[config.mk]
export PLATFORM = sky130hd
export DESIGN_NAME = sub48_pipe
export DESIGN_NICKNAME = d
export VERILOG_FILES = /design/src/rtl/sub48_pkg.sv /design/src/rtl/sub16_slice.sv /design/src/rtl/sub48_pipe.sv
export SDC_FILE = /design/constraint.sdc
export NUM_CORES = 1
export LEC_CHECK = 0
export CAP_MARGIN = 20
export CORE_ASPECT_RATIO = 0.9
export CORE_MARGIN = 3
export CORE_UTILIZATION = 32
export DETAILED_ROUTE_END_ITERATION = 7
export SYNTH_ARGS = -nofsm -noshare
export SYNTH_HDL_FRONTEND = slang
export SYNTH_SLANG_ARGS = --single-unit
[constraint.sdc]
create_clock -name clk -period 6.2 [get_ports clk]
set_clock_uncertainty 0.1 [all_clocks]
set_input_delay 0.62 -clock clk [delete_from_list [all_inputs] [get_ports clk]]
set_output_delay 0.62 -clock clk [all_outputs]
set_load 0.005 [all_outputs]
[src/rtl/sub48_pkg.sv]
// Shared widths and pipeline depth for the 48-bit pipelined subtractor.
package sub48_pkg;
  localparam int unsigned SLICE_W    = 16;
  localparam int unsigned NUM_SLICES = 3;
  localparam int unsigned W          = SLICE_W * NUM_SLICES;
  localparam int unsigned LAT        = 3;
endpackage

[src/rtl/sub16_slice.sv]
// Combinational 16-bit slice computing a + ~b + cin; c15 is the carry into the MSB.
module sub16_slice
  import sub48_pkg::*;
(
  input  logic [SLICE_W:1] a,
  input  logic [SLICE_W:1] b,
  input  logic             cin,
  output logic [SLICE_W:1] s,
  output logic             cout,
  output logic             c15
);
  logic [SLICE_W-1:0] w_lo;
  logic               w_nb;

  // Lower SLICE_W-1 bits plus one spare bit to capture the carry into the MSB.
  assign w_lo = {1'b0, a[SLICE_W-1:1]} + {1'b0, ~b[SLICE_W-1:1]}
              + {{(SLICE_W-1){1'b0}}, cin};
  assign c15  = w_lo[SLICE_W-1];
  assign w_nb = ~b[SLICE_W];
  assign s    = {a[SLICE_W] ^ w_nb ^ c15, w_lo[SLICE_W-2:0]};
  assign cout = (a[SLICE_W] & w_nb) | (a[SLICE_W] & c15) | (w_nb & c15);
endmodule

[src/rtl/sub48_pipe.sv]
// Three-stage pipelined 48-bit subtractor D = A - B - bin with valid/ready handshake.
// Optional signed-overflow output enabled by defining SUB48_OVF_EN.
module sub48_pipe
  import sub48_pkg::*;
(
  input  logic         clk,
  input  logic         rst,
  input  logic         in_valid,
  output logic         in_ready,
  input  logic [W:1]   A,
  input  logic [W:1]   B,
  input  logic         bin,
  output logic         out_valid,
  input  logic         out_ready,
  output logic [W:1]   D,
  output logic         bout
`ifdef SUB48_OVF_EN
  ,
  output logic         ovf
`endif
);
  logic             w_adv1, w_adv2, w_adv3;
  logic [SLICE_W:1] w_s0, w_s1, w_s2;
  logic             w_c16, w_c32, w_c48;
  logic             w_c15_0, w_c15_1, w_c47;

  logic             r_v1, r_v2, r_v3;
  logic [16:1]      r_s1;
  logic             r_c16;
  logic [48:17]     r_a1, r_b1;
  logic [32:1]      r_s2;
  logic             r_c32;
  logic [48:33]     r_a2, r_b2;
  logic [48:1]      r_d;
  logic             r_bout;

  // Each stage moves when its register is empty or its consumer takes the contents.
  assign w_adv3   = ~r_v3 | out_ready;
  assign w_adv2   = ~r_v2 | w_adv3;
  assign w_adv1   = ~r_v1 | w_adv2;
  assign in_ready = w_adv1;

  sub16_slice u_slice0 (.a(A[16:1]),     .b(B[16:1]),     .cin(~bin),
                        .s(w_s0), .cout(w_c16), .c15(w_c15_0));
  sub16_slice u_slice1 (.a(r_a1[32:17]), .b(r_b1[32:17]), .cin(r_c16),
                        .s(w_s1), .cout(w_c32), .c15(w_c15_1));
  sub16_slice u_slice2 (.a(r_a2[48:33]), .b(r_b2[48:33]), .cin(r_c32),
                        .s(w_s2), .cout(w_c48), .c15(w_c47));

  // Data registers load only on a real transfer so idle-bus X never reaches D.
  always_ff @(posedge clk or posedge rst) begin
    if (rst) begin
      r_v1  <= 1'b0;
      r_s1  <= '0;
      r_c16 <= 1'b0;
      r_a1  <= '0;
      r_b1  <= '0;
    end else if (w_adv1) begin
      r_v1 <= in_valid;
      if (in_valid) begin
        r_s1  <= w_s0;
        r_c16 <= w_c16;
        r_a1  <= A[48:17];
        r_b1  <= B[48:17];
      end
    end
  end

  always_ff @(posedge clk or posedge rst) begin
    if (rst) begin
      r_v2  <= 1'b0;
      r_s2  <= '0;
      r_c32 <= 1'b0;
      r_a2  <= '0;
      r_b2  <= '0;
    end else if (w_adv2) begin
      r_v2 <= r_v1;
      if (r_v1) begin
        r_s2  <= {w_s1, r_s1};
        r_c32 <= w_c32;
        r_a2  <= r_a1[48:33];
        r_b2  <= r_b1[48:33];
      end
    end
  end

  always_ff @(posedge clk or posedge rst) begin
    if (rst) begin
      r_v3   <= 1'b0;
      r_d    <= '0;
      r_bout <= 1'b0;
    end else if (w_adv3) begin
      r_v3 <= r_v2;
      if (r_v2) begin
        r_d    <= {w_s2, r_s2};
        r_bout <= ~w_c48;
      end
    end
  end

`ifdef SUB48_OVF_EN
  logic r_ovf;

  always_ff @(posedge clk or posedge rst) begin
    if (rst) begin
      r_ovf <= 1'b0;
    end else if (w_adv3 && r_v2) begin
      r_ovf <= w_c47 ^ w_c48;
    end
  end

  assign ovf = r_ovf;
`endif

  assign out_valid = r_v3;
  assign D         = r_d;
  assign bout      = r_bout;
endmodule

==> results of run 1 <==
==> logic make-up after synthesis <==
group                    count (synthesis)  share of synthesized area
AND/OR/NAND/NOR                        237                      0.107
flip-flops                             198                      0.515
AO/OA/AOI/OAI                          147                     0.0960
multiplexers                           122                      0.142
buffers and inverters                   99                     0.0410
adder cells (fa/ha/maj)                 51                     0.0733
XOR/XNOR                                28                     0.0255
==> power groups by stage <==
stage,Sequential (uW),Combinational (uW),Clock [uW]
floorplan,1870,988,0
global placement,1920,1550,0
detailed placement,1920,1580,0
CTS,1900,1590,1130
global route,1950,1770,1180
finish,1890,1570,1090
==> critical path, stage by stage <==
cell and delay (ps):
clkdlybuf4s50_1 460, inv_1 50, fa_1 420, a21oi_1 170, nor2b_1 110, a311oi_2 470, a311oi_1 250, nor3_1 230
o21bai_1 100, fa_1 420, mux2_2 260
==> state kept, by name, indices dropped and copies added, names as in the netlist <==
register,count
r_v1,1
r_c16,1
out_valid,1
r_a1,32
r_s1,16
bout,1
r_a2,16
r_b1,32
r_s2,32
r_b2,16
r_v2,1
D,48
r_c32,1
==> worst paths after layout <==
path	end	slack, ps
min reg2reg	D[23]	360
max in group asynchronous	D[1]	4170
min	D[23]	360
min in group asynchronous	D[13]	570
max	r_s1[16]	2870
max reg2reg	D[48]	3270
==> per-layer routing <==
metal,vias up,part of all wire,GRT usage
met5,-,0.00060,0
met3,19,0.058,0.0432
met1,3269,0.48,0.186
met2,146,0.45,0.219
met4,2,0.014,0.0376
li1,3294,-,-
==> stage by stage <==
| stage | hold slack [ps] | total power [uW] | util |
|---|---|---|---|
| 2_1_floorplan | 333 | 2850 | - |
| 3_3_place_gp | 346 | 3470 | 0.395 |
| 3_5_place_dp | 354 | 3500 | 0.395 |
| 4_1_cts | 366 | 4620 | 0.414 |
| 5_1_grt | 390 | 4890 | 0.414 |
| 6_report | 363 | 4550 | 0.414 |
==> Yosys cell counts (3+ instances only) <==
master / number / area, um^2
buf_2: 10 / 50.1
dfrtp_1: 198 / 4950
a21o_1: 7 / 52.6
mux2_2: 119 / 1340
nor3b_1: 4 / 30.0
nand3_1: 11 / 55.1
ha_1: 42 / 526
mux2i_1: 3 / 30.0
nor2b_1: 4 / 25.0
nor2_1: 20 / 75.1
buf_1: 6 / 22.5
nand2_1: 167 / 627
o21bai_1: 5 / 37.5
o21ai_0: 54 / 270
xor2_1: 11 / 96.3
inv_1: 66 / 248
nand2b_1: 6 / 37.5
a311oi_1: 3 / 26.3
clkbuf_1: 16 / 60.1
xnor2_1: 17 / 149
nand4_1: 5 / 31.3
a211oi_1: 7 / 52.6
or3_1: 3 / 18.8
a21oi_1: 31 / 155
o211ai_1: 4 / 30.0
o21a_1: 3 / 22.5
a31oi_1: 7 / 43.8
fa_1: 9 / 180
o31ai_1: 3 / 22.5
==> final cells by class <==
cell class	count	area [um^2]
clock buffers	17	425
well taps	396	495
fillers	2875	17100
flip-flops and latches	198	4950
multi-input cells	585	4290
repair buffers	156	1550
clock inverters	15	135
inverters	66	255
==> flow_summary.toml, run 1 <==
[detailed_routing]
num_vias = 6730
dr.pass1.iters = 4
vias_per_cell = 4.70
ant_nets = 0
drc = 0
wl_per_cell_um = 15.2
wirelength_um = 21700
drtIter0Drc = 332

[job]
drv_cap = 0

[sta]
setup_ws_ps = 2870
maxSlewHeadroom = 0.369
slew_viol_final = 0
finalHoldViolations = 0
period_needed_ps = 3330
fin_crit_sh = 0.537
worstMarginPinSlew_ps = 947
finalSetupViolCount = 0
rsz0062_at_grt = "no"
final.setup.tns_ps = 0
fmax_ghz = 0.301

[setup_path]
crit_path_start_kind = "input port"
timing.rr.start = "r_c32"
worstPathArrival_ps = 3570
critPathMaxFanout = 5
ff2ff_path_depth = 10
crit_type = "input port to flop"
crit_required_ps = 6440
crit_path_start = "B[1]"
cp-end-kind = "flop"

[clock_network]
path_clk_slew_ps = 80
ctsHtreeMaxLevel = 4
cts_root_buf = "clkbuf_16"
post_cts_buffers = 0
post_cts_resized = 0
hold_buffers = 0
cts.sinks = 198
cts_buffers = 17
cts_tree = "done"
cts.path.max_buffers = 2
clock_latency_ps = 450

[floorplan]
io_pins = 152
coreArea_mm2 = 0.0292
die_w_um = 189
dieArea_mm2 = 0.0322
row_count = 59
die_h_um = 171
initial_core_util = 0.329

[synthesis]
yosys_register_bits = 198
syn_area_per_cell_um2 = 10.9
yosys_most_used_dff = "dfrtp_1"
synth-edff-count = 0
yosys_warnings = 0
ys_types = 62
synthArstFlopShare = 1.00
syn_nets = 1034
netlist_instances = 882
synth-seq-area-share = 0.515
synth_area_mm2 = 0.00962

[placement]
place.gp.congestion = 0.846
placed_cell_area_mm2 = 0.0115
io_buffers = 151
hpwl_um = 15000
placed_cells = 1401
dp_worst_setup_slack_ps = 2360

[layout]
area_delta_synth_final_pct = 25.8
final_cell_mix = "dfrtp_1 (198), nand2_1 (165), clkdlybuf4s50_1 (151)"
final_area_mm2 = 0.0121
antenna_cells = 0
layout_commonest_cell = "dfrtp_1"
nNetsFinal = 1176
instances_no_fill = 1433
drive_gt1_frac = 0.165

[run_status]
outcome = "complete, no violations"

[power_and_ir_drop]
leakagePower_uw = 0.00544
powerDensity_mw_per_mm2 = 376
comb_power_share = 0.345
ir_drop_mv = 0.184
clockPowerShare = 0.239
p_switching_uw = 1520
switching_share = 0.333
seq_power_share = 0.417
p_int_uw = 3030

[worst_hold_path]
worstHoldStart = "r_s2[23]"
hold_depth = 2
min_path_type = "flop to flop"

[global_route]
antenna_found_initial = 1
grt.total_usage = 0.139
grt_pass1_wl_um = 35600
gr-total-overflow = 0
first_global_vias = 6825
grt_max_degree = 93
Power figures use the tool's default switching activity.
==> run 2, diff against run 1 <==
- clock period: 6.2 -> 2.73 ns (I/O delays scaled with it)
==> flow_summary.toml, run 2 (same netlist as run 1, synthesis figures left out) <==
[setup_path]
ff2ff_path_depth = 9
crit_chain = "clkdlybuf4s50_1, ha_1, a21oi_2, nor2b_2, a311oi_2, a311oi_2, nor3_1, o21bai_1, fa_1, mux2_4"
crit_path_start_kind = "input port"
crit_buf_inv = 1
critPathMaxFanout = 2
crit_slowest_cell = "clkdlybuf4s50_1"
timing.rr.start = "r_b2[33]"
r2r_slack_ps = 90
slowest_delay_ps = 500
worstPathArrival_ps = 2880
crit_type = "input port to flop"
rr_endpoint = "D[48]"
cp-end-kind = "flop"
crit_family = "compound AO/OA/AOI/OAI gates"
crit_required_ps = 2950
cp_common_cell = "a311oi_2"

[floorplan]
row_count = 59
coreArea_mm2 = 0.0292
die_w_um = 189
initial_core_util = 0.329
io_pins = 152
dieArea_mm2 = 0.0322
die_h_um = 171

[worst_hold_path]
holdPathEnd = "r_s1[1]"
worstHoldStart = "A[1]"
hold_depth = 3
min_path_type = "input port to flop"

[placement]
io_buffers = 151
placed_cells = 1452
dp_worst_setup_slack_ps = -584
hpwl_um = 15600
place.gp.congestion = 0.816

[detailed_routing]
ant_nets = 0
num_vias = 6912
vias_per_cell = 4.64
wirelength_um = 21800
drtIter0Drc = 305
dr.pass1.iters = 4
drc = 0
wl_per_cell_um = 14.6

[clock_network]
cts.sinks = 198
cts_tree = "done"
cts_root_buf = "clkbuf_16"
cts_buffers = 17
ctsHtreeMaxLevel = 4
path_clk_slew_ps = 70
cts.path.max_buffers = 2
clock_latency_ps = 440

[run_status]
outcome = "complete, no violations"

[layout]
layout_commonest_cell = "dfrtp_1"
nFillCells = 2821
instances_no_fill = 1490
largest_reg_flops = 48
drive_gt1_frac = 0.227
multiInputGateArea_mm2 = 0.00442
nNetsFinal = 1231
final_cell_mix = "dfrtp_1 (198), nand2_1 (165), clkdlybuf4s50_1 (147)"
regArea_mm2 = 0.00495
area_delta_synth_final_pct = 32.5

[global_route]
first_global_vias = 7031
grt_max_degree = 126
grt.total_usage = 0.138
antenna_found_initial = 1
grt_pass1_wl_um = 35900
gr-total-overflow = 0

[power_and_ir_drop]
powerDensity_mw_per_mm2 = 839
power_uw = 10700
ir_drop_mv = 0.428
leakagePower_uw = 0.00577

[sta]
period_needed_ps = 2660
worstMarginPinSlew_ps = 709
maxSlewHeadroom = 0.527
fin_crit_sh = 0.974
fmax_ghz = 0.376
finalHoldViolations = 0
finalSetupViolCount = 0
setup_ws_ps = 71.8
slew_viol_final = 0
final.setup.tns_ps = 0

[job]
drv_cap = 0
==> run 2: changes by cell type in the layout (fill, tap and decap cells not counted), moves of 4 or more <==
cell / change
buf_4: +48
clkinv_4: +4
buf_12: +6
clkdlybuf4s50_1: -4
dlymetal6s2s_1: +4
ha_1: -4
==> run 2: timing repair <==
action	CTS	global route
hold buffers	1	0
endpoints found under the hold margin	2	0
endpoints found under the setup margin	4	12
buffers inserted	1	2
gates resized for setup	4	29
pin swaps	4	16
==> run 2: worst reg2reg max path: cells and delay by family, from the launching register on <==
family,cells,cell delay (ps)
compound gates,5,810
flops,1,400
fa+ha+maj,2,920
simple gates,2,290
==> run 2: final cells by class <==
class,instances,share of cell area
antenna,2,0.000392
clock buffer,20,0.0366
clock inverter,12,0.00853
inverter,66,0.0197
multi-input combinational,585,0.347
sequential,198,0.388
tap,396,0.0388
timing repair buffer,211,0.161
==> run 2: per-layer routing <==
layer,global-route usage,vias up,wire length (um)
met5,0,-,11
met4,0.0324,2,201
met3,0.0350,17,969
met2,0.220,120,10000
met1,0.190,3361,10600
li1,-,3412,-
==> run 2: through the flow <==
step / utilization / area, um^2 / hold WS [ps]
finish: 0.436 / 12800 / 268
floorplan: - / 9630 / 281
global route: 0.436 / 12700 / 260
detailed placement: 0.410 / 12000 / 347
CTS: 0.431 / 12600 / 319
global placement: 0.410 / 12000 / 346
==> run 2: worst max path at each step <==
stage,startpoint,to,slack [ps],cells past startpoint
5_1_grt,r_b2[33],D[48],-20,9
2_1_floorplan,rst,D[10],-200,1
3_3_place_gp,B[1],r_s1[16],-550,11
3_5_place_dp,B[1],r_s1[16],-580,11
6_report,A[2],r_s1[16],70,10
4_1_cts,B[1],r_s1[16],20,11
==> run 2: power by group <==
part           switching (uW)  internal [uW]  leakage, uW  total [uW]
clock network            1220           1270     0.000282        2500
registers                 518           3800      0.00236        4310
logic                    1770           2110      0.00313        3880
total                    3510           7180      0.00577       10700
==> run 3, diff against run 2 <==
- ABC_AREA: default -> 1
- clock period: 2.73 -> 2.2 ns (I/O delays scaled with it)
==> flow_summary.toml, run 3 <==
[setup_path]
crit_type = "flop to flop"
crit_required_ps = 2480
cp-end-kind = "flop"
worstPathArrival_ps = 2390
crit_path_start_kind = "flop"
critPathMaxFanout = 4

[layout]
largest_reg_flops = 48
final_cell_mix = "nand2_1 (583), dfrtp_1 (198), inv_1 (184)"
area_delta_synth_final_pct = 34.1
instances_no_fill = 1979
multiInputGateArea_mm2 = 0.00455
layout_commonest_cell = "nand2_1"
nNetsFinal = 1708
regArea_mm2 = 0.00495
drive_gt1_frac = 0.126
nFillCells = 3167

[synthesis]
synthTopCellsByArea = "dfrtp_1 (49%), nand2_1 (22%), inv_1 (7.1%)"
synth-seq-area-share = 0.486
netlist_instances = 1333
syn_nets = 1485
synth_area_mm2 = 0.0102
synth_top_area_frac = 0.486
synthArstFlopShare = 1.00
synth-edff-count = 0
synth_top_area_cell = "dfrtp_1"
ys_types = 28
yosys_warnings = 0
syn_area_per_cell_um2 = 7.65
synth_top_cells_by_count = "nand2_1 (595), dfrtp_1 (198), inv_1 (192), o21ai_0 (87), nand3_1 (57)"
yosys_most_used_dff = "dfrtp_1"
yosys_register_bits = 198
synth.most_common_cell = "nand2_1"

[placement]
io_buffers = 151
hpwl_um = 19000
place.gp.congestion = 0.833
placed_cells = 1941

[detailed_routing]
dr.pass1.iters = 5
wirelength_um = 25900
ant_nets = 0
wl_per_cell_um = 13.1
drc = 0
drtIter0Drc = 429
vias_per_cell = 4.42
num_vias = 8740

[sta]
fin_crit_sh = 0.959
final.setup.tns_ps = 0
maxSlewHeadroom = 0.693
period_needed_ps = 2110
slew_viol_final = 0
fmax_ghz = 0.474
finalSetupViolCount = 0
rsz0062_at_grt = "yes"
finalHoldViolations = 0
worstMarginPinSlew_ps = 461

[power_and_ir_drop]
ir_drop_mv = 0.626
comb_power_share = 0.446
leakagePower_uw = 0.00713
p_switching_uw = 5920
clockPowerShare = 0.206
seq_power_share = 0.347
p_int_uw = 9720
power_uw = 15600
powerDensity_mw_per_mm2 = 1140
switching_share = 0.379

[clock_network]
cts.path.max_buffers = 2
cts_tree = "done"
hold_buffers = 0
clock_latency_ps = 450
ctsHtreeMaxLevel = 4
path_clk_slew_ps = 80
cts_root_buf = "clkbuf_16"
cts.sinks = 198
cts_buffers = 17

[floorplan]
die_h_um = 175
io_pins = 152
die_w_um = 194
dieArea_mm2 = 0.0341
row_count = 61
initial_core_util = 0.328
coreArea_mm2 = 0.0311

[global_route]
grt.total_usage = 0.154
first_global_vias = 8640
grt_max_degree = 83
grt_pass1_wl_um = 42700
antenna_found_initial = 1
gr-total-overflow = 0

[run_status]
outcome = "complete, no violations"

[job]
drv_cap = 0

[worst_hold_path]
min_path_type = "input port to asynchronous set/reset pin"
-- run 3: worst paths after layout --
kind	startpoint	end	slack, ps	cells past startpoint
setup / recovery	r_b1[21]	r_s2[32]	90	13
max in group asynchronous	rst	D[21]	1450	3
hold / removal	rst	r_b1[40]	110	3
hold reg to reg	r_s2[28]	D[28]	370	2
min in group clk	A[44]	r_a1[44]	200	3
setup reg to reg	r_b1[21]	r_s2[32]	90	13
-- run 3: final cells by class --
type / instances / area share
repair buffers: 244 / 0.170
flip-flops and latches: 198 / 0.362
well taps: 409 / 0.0374
clock buffers: 18 / 0.0321
multi-input cells: 899 / 0.333
diodes: 1 / 0.000183
inverters: 196 / 0.0541
clock inverters: 14 / 0.0114
-- run 3: kinds of logic after synthesis --
logic type,after synthesis,synth area share
simple gates,712,0.277
compound gates,125,0.0626
xor+xnor,11,0.00945
buf+inv,236,0.0963
flops,198,0.486
fa+ha+maj,51,0.0692
-- run 3: power by group through the flow --
stage                     clock network, uW  logic [uW]  registers, uW
after global placement                    0        6450           5450
after floorplan                           0        3770           5380
after detailed placement                  0        6560           5460
final                                  3230        6980           5430
after global routing                   3480        7930           5570
after CTS                              3320        6720           5400
-- run 3: what timing repair did --
| action | in CTS | in global routing |
|---|---|---|
| buffers inserted | 2 | 3 |
| gates resized for setup | 13 | 48 |
| cloned | 0 | 0 |
| endpoints found under the setup margin | 4 | 15 |
| pin swaps | 3 | 10 |
-- run 3: metal layers --
layer  up-vias  GRT usage  wire length, um
li1       4505          -                -
met1      4068      0.204            12200
met2       147      0.256            12300
met3        20     0.0397             1180
met4         0     0.0326              310
met5         -          0                0
-- run 3: worst max-delay path: stages (launching register included) --
cell     delay [ps]
dfrtp_1         370
inv_1           120
ha_4            230
nand2_1          70
nand2_1          70
nand2_1          60
nand2_1          80
nand2_2          80
nand3_2          90
nand4_1         100
nand2_2          70
fa_2            530
nand2_2          50
nand2_1          60
-- run 3: metrics by stage --
step | utilization | worst slack [ps] | instance area (um^2) | hold slack [ps]
4_1_cts | 0.431 | 10.2 | 13400 | 95.9
2_1_floorplan | - | -680 | 10200 | 230
5_1_grt | 0.439 | -23.6 | 13700 | 107
3_5_place_dp | 0.410 | -350 | 12800 | 354
6_report | 0.439 | 90.5 | 13700 | 106
3_3_place_gp | 0.410 | -337 | 12800 | 355
